## config.mk

```make
export PLATFORM = sky130hd
export DESIGN_NAME = sgb_packet_rx_flat
export DESIGN_NICKNAME = d
export VERILOG_FILES = /design/src/rtl/sgb_packet_rx_if.sv /design/src/rtl/sgb_packet_rx.sv /design/src/flat_wrapper.sv
export SDC_FILE = /design/constraint.sdc
export NUM_CORES = 1
export LEC_CHECK = 0
export ABC_AREA = 1
export CAP_MARGIN = 15
export CORE_ASPECT_RATIO = 1.1
export CORE_MARGIN = 2
export CORE_UTILIZATION = 65
export DETAILED_ROUTE_END_ITERATION = 10
export DONT_BUFFER_PORTS = 1
export GPL_TIMING_DRIVEN = 0
export HOLD_SLACK_MARGIN = 0.1
export PLACE_DENSITY = 0.82
export SLEW_MARGIN = 20
export SYNTH_ARGS = -nofsm -noshare
export SYNTH_HDL_FRONTEND = slang
export SYNTH_SLANG_ARGS = --single-unit
```

## constraint.sdc

```tcl
create_clock -name clk -period 4.56 [get_ports clk]
set_input_delay 0.912 -clock clk [delete_from_list [all_inputs] [get_ports clk]]
set_output_delay 0.912 -clock clk [all_outputs]
set_load 0.02 [all_outputs]
```

## src/rtl/sgb_packet_rx_if.sv

```systemverilog
// Joypad-write and buffer-read bundle between the GB core / SGB mapper and
// the SGB packet receiver.
interface sgb_packet_rx_if;
  logic       joy_wr;
  logic       p14;
  logic       p15;
  logic [3:0] rd_addr;
  logic [7:0] rd_data;
  logic       ack;
  logic       pkt_avail;
  logic       pkt_done;
  logic       pkt_ovr;
  logic       pkt_err;
  logic       busy;

  modport master (
    output joy_wr, p14, p15, rd_addr, ack,
    input  rd_data, pkt_avail, pkt_done, pkt_ovr, pkt_err, busy
  );

  modport slave (
    input  joy_wr, p14, p15, rd_addr, ack,
    output rd_data, pkt_avail, pkt_done, pkt_ovr, pkt_err, busy
  );
endinterface

```

## src/rtl/sgb_packet_rx.sv

```systemverilog
// Super Game Boy command-packet receiver: decodes P14/P15 writes into a
// 16-byte LSB-first frame and holds the last committed packet for the mapper.
// Optional stop-bit checking is enabled by defining SGB_PKT_STOPCHK_EN.
module sgb_packet_rx #(
  parameter int PKT_BYTES = 16
) (
  input  logic           clk,
  input  logic           rst_n,
  sgb_packet_rx_if.slave bus_if
);

  localparam int         PKT_BITS = PKT_BYTES * 8;
  localparam int         IDX_W    = $clog2(PKT_BITS);
  localparam logic [7:0] CNT_FULL = 8'(PKT_BITS);

  localparam logic [1:0] CODE_RST  = 2'b00;
  localparam logic [1:0] CODE_ONE  = 2'b01;
  localparam logic [1:0] CODE_ZERO = 2'b10;
  localparam logic [1:0] CODE_IDLE = 2'b11;

  typedef enum logic [2:0] {
    IDLE  = 3'd0,
    ARMED = 3'd1,
    RECV  = 3'd2,
    GAP   = 3'd3,
    STOP  = 3'd4
  } state_e;

  state_e                state_q, state_d;
  logic [7:0]            cnt_q, cnt_d;
  logic [PKT_BITS-1:0]   shift_q;
  logic [7:0]            buf_q [PKT_BYTES];
  logic [7:0]            rd_data_q;
  logic                  pkt_avail_q, pkt_avail_d;
  logic                  pkt_done_q, pkt_done_d;
  logic                  pkt_ovr_q, pkt_ovr_d;
  logic                  busy_q;
  logic [1:0]            code_s;
  logic                  shift_wr_s;
  logic                  commit_s;
  logic                  load_s;
`ifdef SGB_PKT_STOPCHK_EN
  logic                  err_s;
  logic                  pkt_err_q;
`endif

  assign code_s = {bus_if.p15, bus_if.p14};

  // Next-state decode of the joypad write protocol
  always_comb begin
    state_d    = state_q;
    cnt_d      = cnt_q;
    shift_wr_s = 1'b0;
    commit_s   = 1'b0;
`ifdef SGB_PKT_STOPCHK_EN
    err_s      = 1'b0;
`endif
    if (bus_if.joy_wr) begin
      case (state_q)
        IDLE: begin
          if (code_s == CODE_RST) begin
            state_d = ARMED;
            cnt_d   = 8'd0;
          end else begin
            state_d = IDLE;
          end
        end
        ARMED: begin
          case (code_s)
            CODE_IDLE: state_d = RECV;
            CODE_RST:  state_d = ARMED;
            default:   state_d = IDLE;
          endcase
        end
        RECV: begin
          case (code_s)
            CODE_ONE, CODE_ZERO: begin
              shift_wr_s = 1'b1;
              cnt_d      = cnt_q + 8'd1;
              state_d    = GAP;
            end
            CODE_RST: begin
              state_d = ARMED;
              cnt_d   = 8'd0;
            end
            default: state_d = RECV;
          endcase
        end
        GAP: begin
          // A repeated bit code between bits is the same bit rewritten; only 11 advances
          case (code_s)
            CODE_IDLE: state_d = (cnt_q == CNT_FULL) ? STOP : RECV;
            CODE_RST: begin
              state_d = ARMED;
              cnt_d   = 8'd0;
            end
            default: state_d = GAP;
          endcase
        end
        STOP: begin
          case (code_s)
            CODE_ZERO: begin
              commit_s = 1'b1;
              state_d  = IDLE;
            end
            CODE_ONE: begin
`ifdef SGB_PKT_STOPCHK_EN
              err_s    = 1'b1;
`else
              commit_s = 1'b1;
`endif
              state_d  = IDLE;
            end
            CODE_RST: begin
              state_d = ARMED;
              cnt_d   = 8'd0;
            end
            default: state_d = STOP;
          endcase
        end
        default: begin
          state_d = IDLE;
          cnt_d   = 8'd0;
        end
      endcase
    end else begin
      state_d = state_q;
    end
  end

  // Commit arbitration: an ack in the commit cycle frees the buffer for the new packet
  always_comb begin
    pkt_avail_d = pkt_avail_q;
    pkt_done_d  = 1'b0;
    pkt_ovr_d   = 1'b0;
    load_s      = 1'b0;
    if (commit_s) begin
      if (!pkt_avail_q || bus_if.ack) begin
        load_s      = 1'b1;
        pkt_done_d  = 1'b1;
        pkt_avail_d = 1'b1;
      end else begin
        pkt_ovr_d   = 1'b1;
      end
    end else if (bus_if.ack) begin
      pkt_avail_d = 1'b0;
    end else begin
      pkt_avail_d = pkt_avail_q;
    end
  end

  // Receiver state, shift store, committed buffer and registered outputs
  always_ff @(posedge clk or negedge rst_n) begin
    if (!rst_n) begin
      state_q     <= IDLE;
      cnt_q       <= 8'd0;
      shift_q     <= '0;
      for (int i = 0; i < PKT_BYTES; i++) begin
        buf_q[i] <= 8'h00;
      end
      rd_data_q   <= 8'h00;
      pkt_avail_q <= 1'b0;
      pkt_done_q  <= 1'b0;
      pkt_ovr_q   <= 1'b0;
      busy_q      <= 1'b0;
    end else begin
      state_q     <= state_d;
      cnt_q       <= cnt_d;
      if (shift_wr_s) begin
        shift_q[cnt_q[IDX_W-1:0]] <= bus_if.p14;
      end
      if (load_s) begin
        for (int i = 0; i < PKT_BYTES; i++) begin
          buf_q[i] <= shift_q[i*8 +: 8];
        end
      end
      // Reads sample the pre-commit buffer, so a same-cycle read returns the old byte
      rd_data_q   <= buf_q[bus_if.rd_addr];
      pkt_avail_q <= pkt_avail_d;
      pkt_done_q  <= pkt_done_d;
      pkt_ovr_q   <= pkt_ovr_d;
      busy_q      <= (state_d != IDLE);
    end
  end

`ifdef SGB_PKT_STOPCHK_EN
  // Stop-bit error pulse register
  always_ff @(posedge clk or negedge rst_n) begin
    if (!rst_n) begin
      pkt_err_q <= 1'b0;
    end else begin
      pkt_err_q <= err_s;
    end
  end

  assign bus_if.pkt_err = pkt_err_q;
`else
  assign bus_if.pkt_err = 1'b0;
`endif

  assign bus_if.rd_data   = rd_data_q;
  assign bus_if.pkt_avail = pkt_avail_q;
  assign bus_if.pkt_done  = pkt_done_q;
  assign bus_if.pkt_ovr   = pkt_ovr_q;
  assign bus_if.busy      = busy_q;

endmodule

```

## src/flat_wrapper.sv

```systemverilog
// flat-port wrapper written by rule: the top's interface ports become plain ports
module sgb_packet_rx_flat 
#(
  parameter int PKT_BYTES = 16
)
  (clk, rst_n, bus_if_joy_wr, bus_if_p14, bus_if_p15, bus_if_rd_addr, bus_if_ack, bus_if_rd_data, bus_if_pkt_avail, bus_if_pkt_done, bus_if_pkt_ovr, bus_if_pkt_err, bus_if_busy);
  sgb_packet_rx_if bus_if_i ();
  input  logic clk;
  input  logic rst_n;
  input wire logic [$bits(bus_if_i.joy_wr)-1:0] bus_if_joy_wr;
  input wire logic [$bits(bus_if_i.p14)-1:0] bus_if_p14;
  input wire logic [$bits(bus_if_i.p15)-1:0] bus_if_p15;
  input wire logic [$bits(bus_if_i.rd_addr)-1:0] bus_if_rd_addr;
  input wire logic [$bits(bus_if_i.ack)-1:0] bus_if_ack;
  output wire logic [$bits(bus_if_i.rd_data)-1:0] bus_if_rd_data;
  output wire logic [$bits(bus_if_i.pkt_avail)-1:0] bus_if_pkt_avail;
  output wire logic [$bits(bus_if_i.pkt_done)-1:0] bus_if_pkt_done;
  output wire logic [$bits(bus_if_i.pkt_ovr)-1:0] bus_if_pkt_ovr;
  output wire logic [$bits(bus_if_i.pkt_err)-1:0] bus_if_pkt_err;
  output wire logic [$bits(bus_if_i.busy)-1:0] bus_if_busy;
  assign bus_if_i.joy_wr = bus_if_joy_wr;
  assign bus_if_i.p14 = bus_if_p14;
  assign bus_if_i.p15 = bus_if_p15;
  assign bus_if_i.rd_addr = bus_if_rd_addr;
  assign bus_if_i.ack = bus_if_ack;
  assign bus_if_rd_data = bus_if_i.rd_data;
  assign bus_if_pkt_avail = bus_if_i.pkt_avail;
  assign bus_if_pkt_done = bus_if_i.pkt_done;
  assign bus_if_pkt_ovr = bus_if_i.pkt_ovr;
  assign bus_if_pkt_err = bus_if_i.pkt_err;
  assign bus_if_busy = bus_if_i.busy;
  sgb_packet_rx #(.PKT_BYTES(PKT_BYTES)) u_core (.clk(clk), .rst_n(rst_n), .bus_if(bus_if_i));
endmodule
```

Yosys cells after proc, flatten, opt, wreduce, memory -nomap -nowiden
Index checks and enable logic that the tools add are counted.
Cells by class
  add/sub/neg operators: 1
  multipliers: 0
  div/mod/pow operators: 0
  $lt $le $gt $ge: 3
  eq/ne operators: 11
  shift operators: 0
  muxes and demuxes: 29
  bitwise gates (word level): 2
  reduce and logical (&&, ||, !) cells: 11
Operators by type and width (number)
  $bwmux 128: 1
  $bmux 8 s4: 1
  $mux 8: 3
  $pmux 8 s3: 1
  $pmux 8 s2: 1
  $pmux 3 s5: 1
  $mux 1: 14
  $pmux 3 s2: 2
  $add 8x1->8 const B: 1
  $eq 8x8->1 const B: 1
  $lt 7x8->1 const B: 1
  $pmux 2 s2: 2
  $demux 1 s7: 1
  $ge 7x1->1 const B: 1
  $eq 3x2->1 const B: 2
  $mux 3: 2
  $ge 5x5->1 const B: 1
  $not 4->5: 1
  $eq 2x2->1 const B: 2
  $reduce_and 4->1: 1
  $eq 3x1->1 const B: 1
  $eq 3x3->1 const B: 1
  $logic_not 3->1: 1
  $ne 3x2->1 const B: 1
  13 further kinds: 13
Word-level totals
  flip-flop bits (word level): 279
  latch bits: 0
  bits in writable memories: 0
  ROM bits: 0
  input port bits: 10
  output and inout bits: 13
  word-level logic and storage cells: 81
  memories: 0

Depth between registers and ports, before layout
  word-level depth: 7
  gate-level depth with buffers: 13
  depth with buffers taken out: 12

Worst setup path after synthesis
Ideal clock, no wire load.
  kind: input to register
  start: input port bus_if_p14
  end: register u_core.buf_q[10] (netlist bit)
  library setup time: 0.116 ns
  data arrival time: 2.912 ns
  required time: 4.444 ns
  slack: 1.531 ns
  stages: 13
  buffers on the path: 6
  path through: clkbuf_1 > inv_1 > clkbuf_1 > clkbuf_1 > ha_1 > inv_1 > nor4_2 > nand2_1 > buf_2 > buf_6 > buf_6 > nand2_1 > nand2_1
Between the ends
  longest elaborated chain between the ends: 6
  elaborated cells on any way between the ends: 7
  classes of those cells: 2 x eq/ne; 4 x mux; 1 x reduce/logical
Ends and longest elaborated chain
  start: declaration: RTL line flat_wrapper.sv:11  | input wire logic [$bits(bus_if_i.p14)-1:0] bus_if_p14;
  $eq 2x2->1 or $eq 2x1->1 (tied branches): RTL line sgb_packet_rx.sv:101  | case (code_s)
  $reduce_or 2->1 (no line) (*)
  $mux 1 (*): RTL line sgb_packet_rx.sv:101
  $mux 1 (*): RTL line sgb_packet_rx.sv:59  | case (state_q)
  $mux 1 (*): RTL line sgb_packet_rx.sv:58  | if (bus_if.joy_wr) begin
  $mux 1 (*): RTL line sgb_packet_rx.sv:137  | if (commit_s) begin
  end signal: indexed assignment: RTL line sgb_packet_rx.sv:174  | buf_q[i] <= shift_q[i*8 +: 8];
  end: declaration: RTL line sgb_packet_rx.sv:32  | logic [7:0] buf_q [PKT_BYTES];
Every way passes the cells marked *; elsewhere a longest branch is shown, timed or not.
A chain may end at the register's enable or synchronous reset.

Final worst setup path
  start: input port bus_if_p14
  end: register u_core.buf_q[64] (netlist bit)
The elaborated chain is that of the path after synthesis.

==> summary.md <==
| Metric | Value |
|---|---|
| Async SR Flop Fraction | between 90% and 100% |
| Routed length per instance | 19.44 um |
| Area of the multi-input gates | roughly 4700 um^2 |
| Number of I/O pins | 23 |
| Yosys cell types | 28 |
| CTS root buf | clkbuf_16 |
| Slew Limit Fails | 0 |
| Worst setup endpoint | u_core.buf_q[64] |
| Placement Cell Area | around 13000 um^2 |
| Least-Margin Pin Slew | 1.120 ns |
| Pin count of the biggest net entering global routing | 280 |
| Initial Utilization | between 60 and 70% |
| Worst-skew pair later-pin latency | about 0.56 ns |
| Fin crit share | between 80 and 90% |
| Final hold violation count | 0 |
| Worst reg-to-reg path cell count | 5 |
| RR Startpoint | u_core.cnt_q[1] |
| Clock Path Buffers | 3 |
| Critical path type | input pin to flip-flop |
| Max Cap Viol | 0 |
| Cells after synthesis | 1553 |
| Setup violators final | 0 |
| Fraction of layout cells with a size suffix above 1 | 6.600% |
| First-pass iteration count of the detailed router | 9 |
| Worst Hold Class | input pin to async pin |
| Final WL | 36030 um |
| Syn Nets | roughly 1600 |
| Leakage | between 6 and 7 nW |
| Slew HR | 25.32% |
| Top-count cell post-synth | nand2_1 |
| Post-cts sizing count | 0 |
| PwrDens | between 300 and 400 nW/um^2 |
| Iter 0 DRT Violations | ~1200 |
| Commonest cells post-synth | nand2_1, dfrtp_1, nand3_1, o21ai_0, inv_1 |
| Filler instances | about 1500 |
| R2R Setup Slk | 1.88 ns |
| Via density per instance | about 5.9 |
| Fmax | roughly 270 MHz |
| CP Data Required Time | 5.05 ns |
| Number of synthesized register bits | between 200 and 300 |
| Worst Path Arrival | 4.17 ns |
| EDFF count, synth | 0 |
| DR vias | about 11000 |
| Yosys top cell area share | roughly 55% |
| Critical Path Source | bus_if_p14 |
| Top_reg_cell synth | dfrtp_1 |
| Number of global-route vias before repair | between 10000 and 15000 |
| Avg Cell Area, Syn | ~8 um^2 |
| Post-route ant nets | 0 |
| Core area | around 19000 um^2 |
| Setup TNS | 0 ns |
| Post-CTS Setup Inserts | 0 |
| Worst-path clk slew | 0.06 ns |
| I/O Buffers | 0 |
| Number of clock sinks | between 200 and 300 |
| Yosys top cell by area | dfrtp_1 |
| Dominant cells by area after synthesis | dfrtp_1, nand2_1, nand3_1, o21ai_0, inv_1 |
| Total congestion overflow | 0 |
| Worst Skew | 0.01620 ns |
| Register area | 6982 um^2 |
| Number of CTS-inserted buffers | 29 |
| Status | completed |
| Placement Rows | 53 |
| Final GP Congestion | slightly below 1 |
| Die extent in y | between 150 and 200 um |
| DRC viols | 0 |
| Antenna diode instance count | 0 |
| Die Footprint | between 20000 and 25000 um^2 |
| Area growth syn-to-layout | 9.615% |
| Netlist Area Pre-Place | ~13000 um^2 |
| Peak supply drop | 0.3657 mV |
| CP Capture Type | flip-flop |
| Number of H-tree levels | 1 |
| Max Fanout on Critical Path | 10 |
| Seq/Total Area, Yosys | 55.14% |
| CP Launch Type | input pin |
| Initial antenna violation count | 0 |
| Crit Reg-Reg Endpoint | u_core.shift_q[56] |
| CTS tree | done |
| Detailed-placement wirelength estimate | 23790 um |
| Fin area | 13880 um^2 |
| Final nets | around 1600 |
| Die Wd | between 100 and 150 um |
| First-pass GRT wire length | 56030 um |
| Yosys Warn Count | 0 |
| Fin crit period | ~3.7 ns |
| RSZ-0062 raised after global routing | no |
| Global-route usage over all layers | 36.04% |
-- power breakdown --
part	internal, W	switching [W]	total [W]
clock	0.00129	0.000982	0.00228
combinational	0.000101	0.000336	0.000437
sequential	0.00253	0.0000590	0.00259
-- worst min path at each step --
stage,startpoint,to,slack (ns),depth (start not counted)
after global routing,rst_n,u_core.shift_q[73],0.03,0
after detailed placement,u_core.shift_q[24],u_core.buf_q[96],0.45,2
after global placement,u_core.shift_q[25],u_core.buf_q[97],0.45,2
after CTS,rst_n,u_core.shift_q[77],0.04,0
after floorplan,u_core.shift_q[28],u_core.buf_q[100],0.44,2
final,rst_n,u_core.shift_q[77],0.05,0
-- sequential cells by signal, summed over array words and instances (netlist names) --
register / count
u_core.shift_q: 128
u_core.bus_if.pkt_ovr: 1
u_core.bus_if.pkt_done: 1
u_core.buf_q: 128
u_core.cnt_q: 8
u_core.bus_if.rd_data: 8
u_core.state_q: 3
u_core.bus_if.pkt_avail: 1
u_core.bus_if.busy: 1
-- metrics by stage --
step           hold slack [ns]  setup slack, ns  std cells  power [W]  utilization [%]
2_1_floorplan           0.4422            1.531       1553   0.002885                -
5_1_grt                0.03384           0.7683       1853   0.005445            72.67
3_5_place_dp            0.4535           0.4283       1800   0.003045            67.92
4_1_cts                0.03884           0.9804       1853   0.005288            72.67
3_3_place_gp            0.4495           0.4658       1800   0.003037            67.92
6_report               0.04895           0.8731       1853   0.005298            72.67
-- layout make-up --
class,instances,share of cell area (%)
well taps,247,2.227
clock inverters,12,0.7031
plain buffers,89,3.444
clock buffers,41,5.842
inverters,134,3.624
multi-input cells,1051,33.86
flip-flops and latches,279,50.30
-- per-layer routing --
| layer | track usage [%] | part of all wire (%) | vias up | routed length, um |
|---|---|---|---|---|
| met3 | 7.340 | 9.6 | 101 | 3455 |
| li1 | - | - | 5043 | - |
| met5 | 0 | 0 | - | 0 |
| met1 | 50.41 | 41 | 5235 | 14630 |
| met2 | 55.82 | 46 | 552 | 16530 |
| met4 | 14.07 | 3.9 | 0 | 1417 |
-- worst max-delay path, stage by stage --
cell	delay (ns)
clkbuf_1	0.28
inv_1	0.20
clkbuf_1	0.60
clkbuf_1	0.43
ha_1	0.37
inv_1	0.09
nor4_2	0.05
nand2_1	0.13
buf_2	0.38
clkbuf_1	0.50
nand2_1	0.12
nand2_1	0.10
-- kinds of logic (layout without fill, tap and decap cells) --
group | after synthesis | after routing | synth area share (%)
and+or+nand+nor | 779 | 779 | 25.47
buffers and inverters | 223 | 276 | 7.747
other | 1 | 1 | 0.02962
adders and majority gates | 4 | 4 | 0.3953
DFF | 279 | 279 | 55.14
AOI/OAI and AO/OA | 267 | 267 | 11.22
-- cell usage in the layout (no fill, tap or decap), types with 18 or more instances in the layout --
cell	instances
buf_4	18
clkbuf_16	29
inv_1	129
nand2_1	545
nand3_1	149
a21oi_1	60
o21ai_0	139
nor2_1	64
o21ai_1	34
clkbuf_1	46
dfrtp_1	279
o211ai_1	32
buf_2	19
Power figures use the tool's default switching activity.
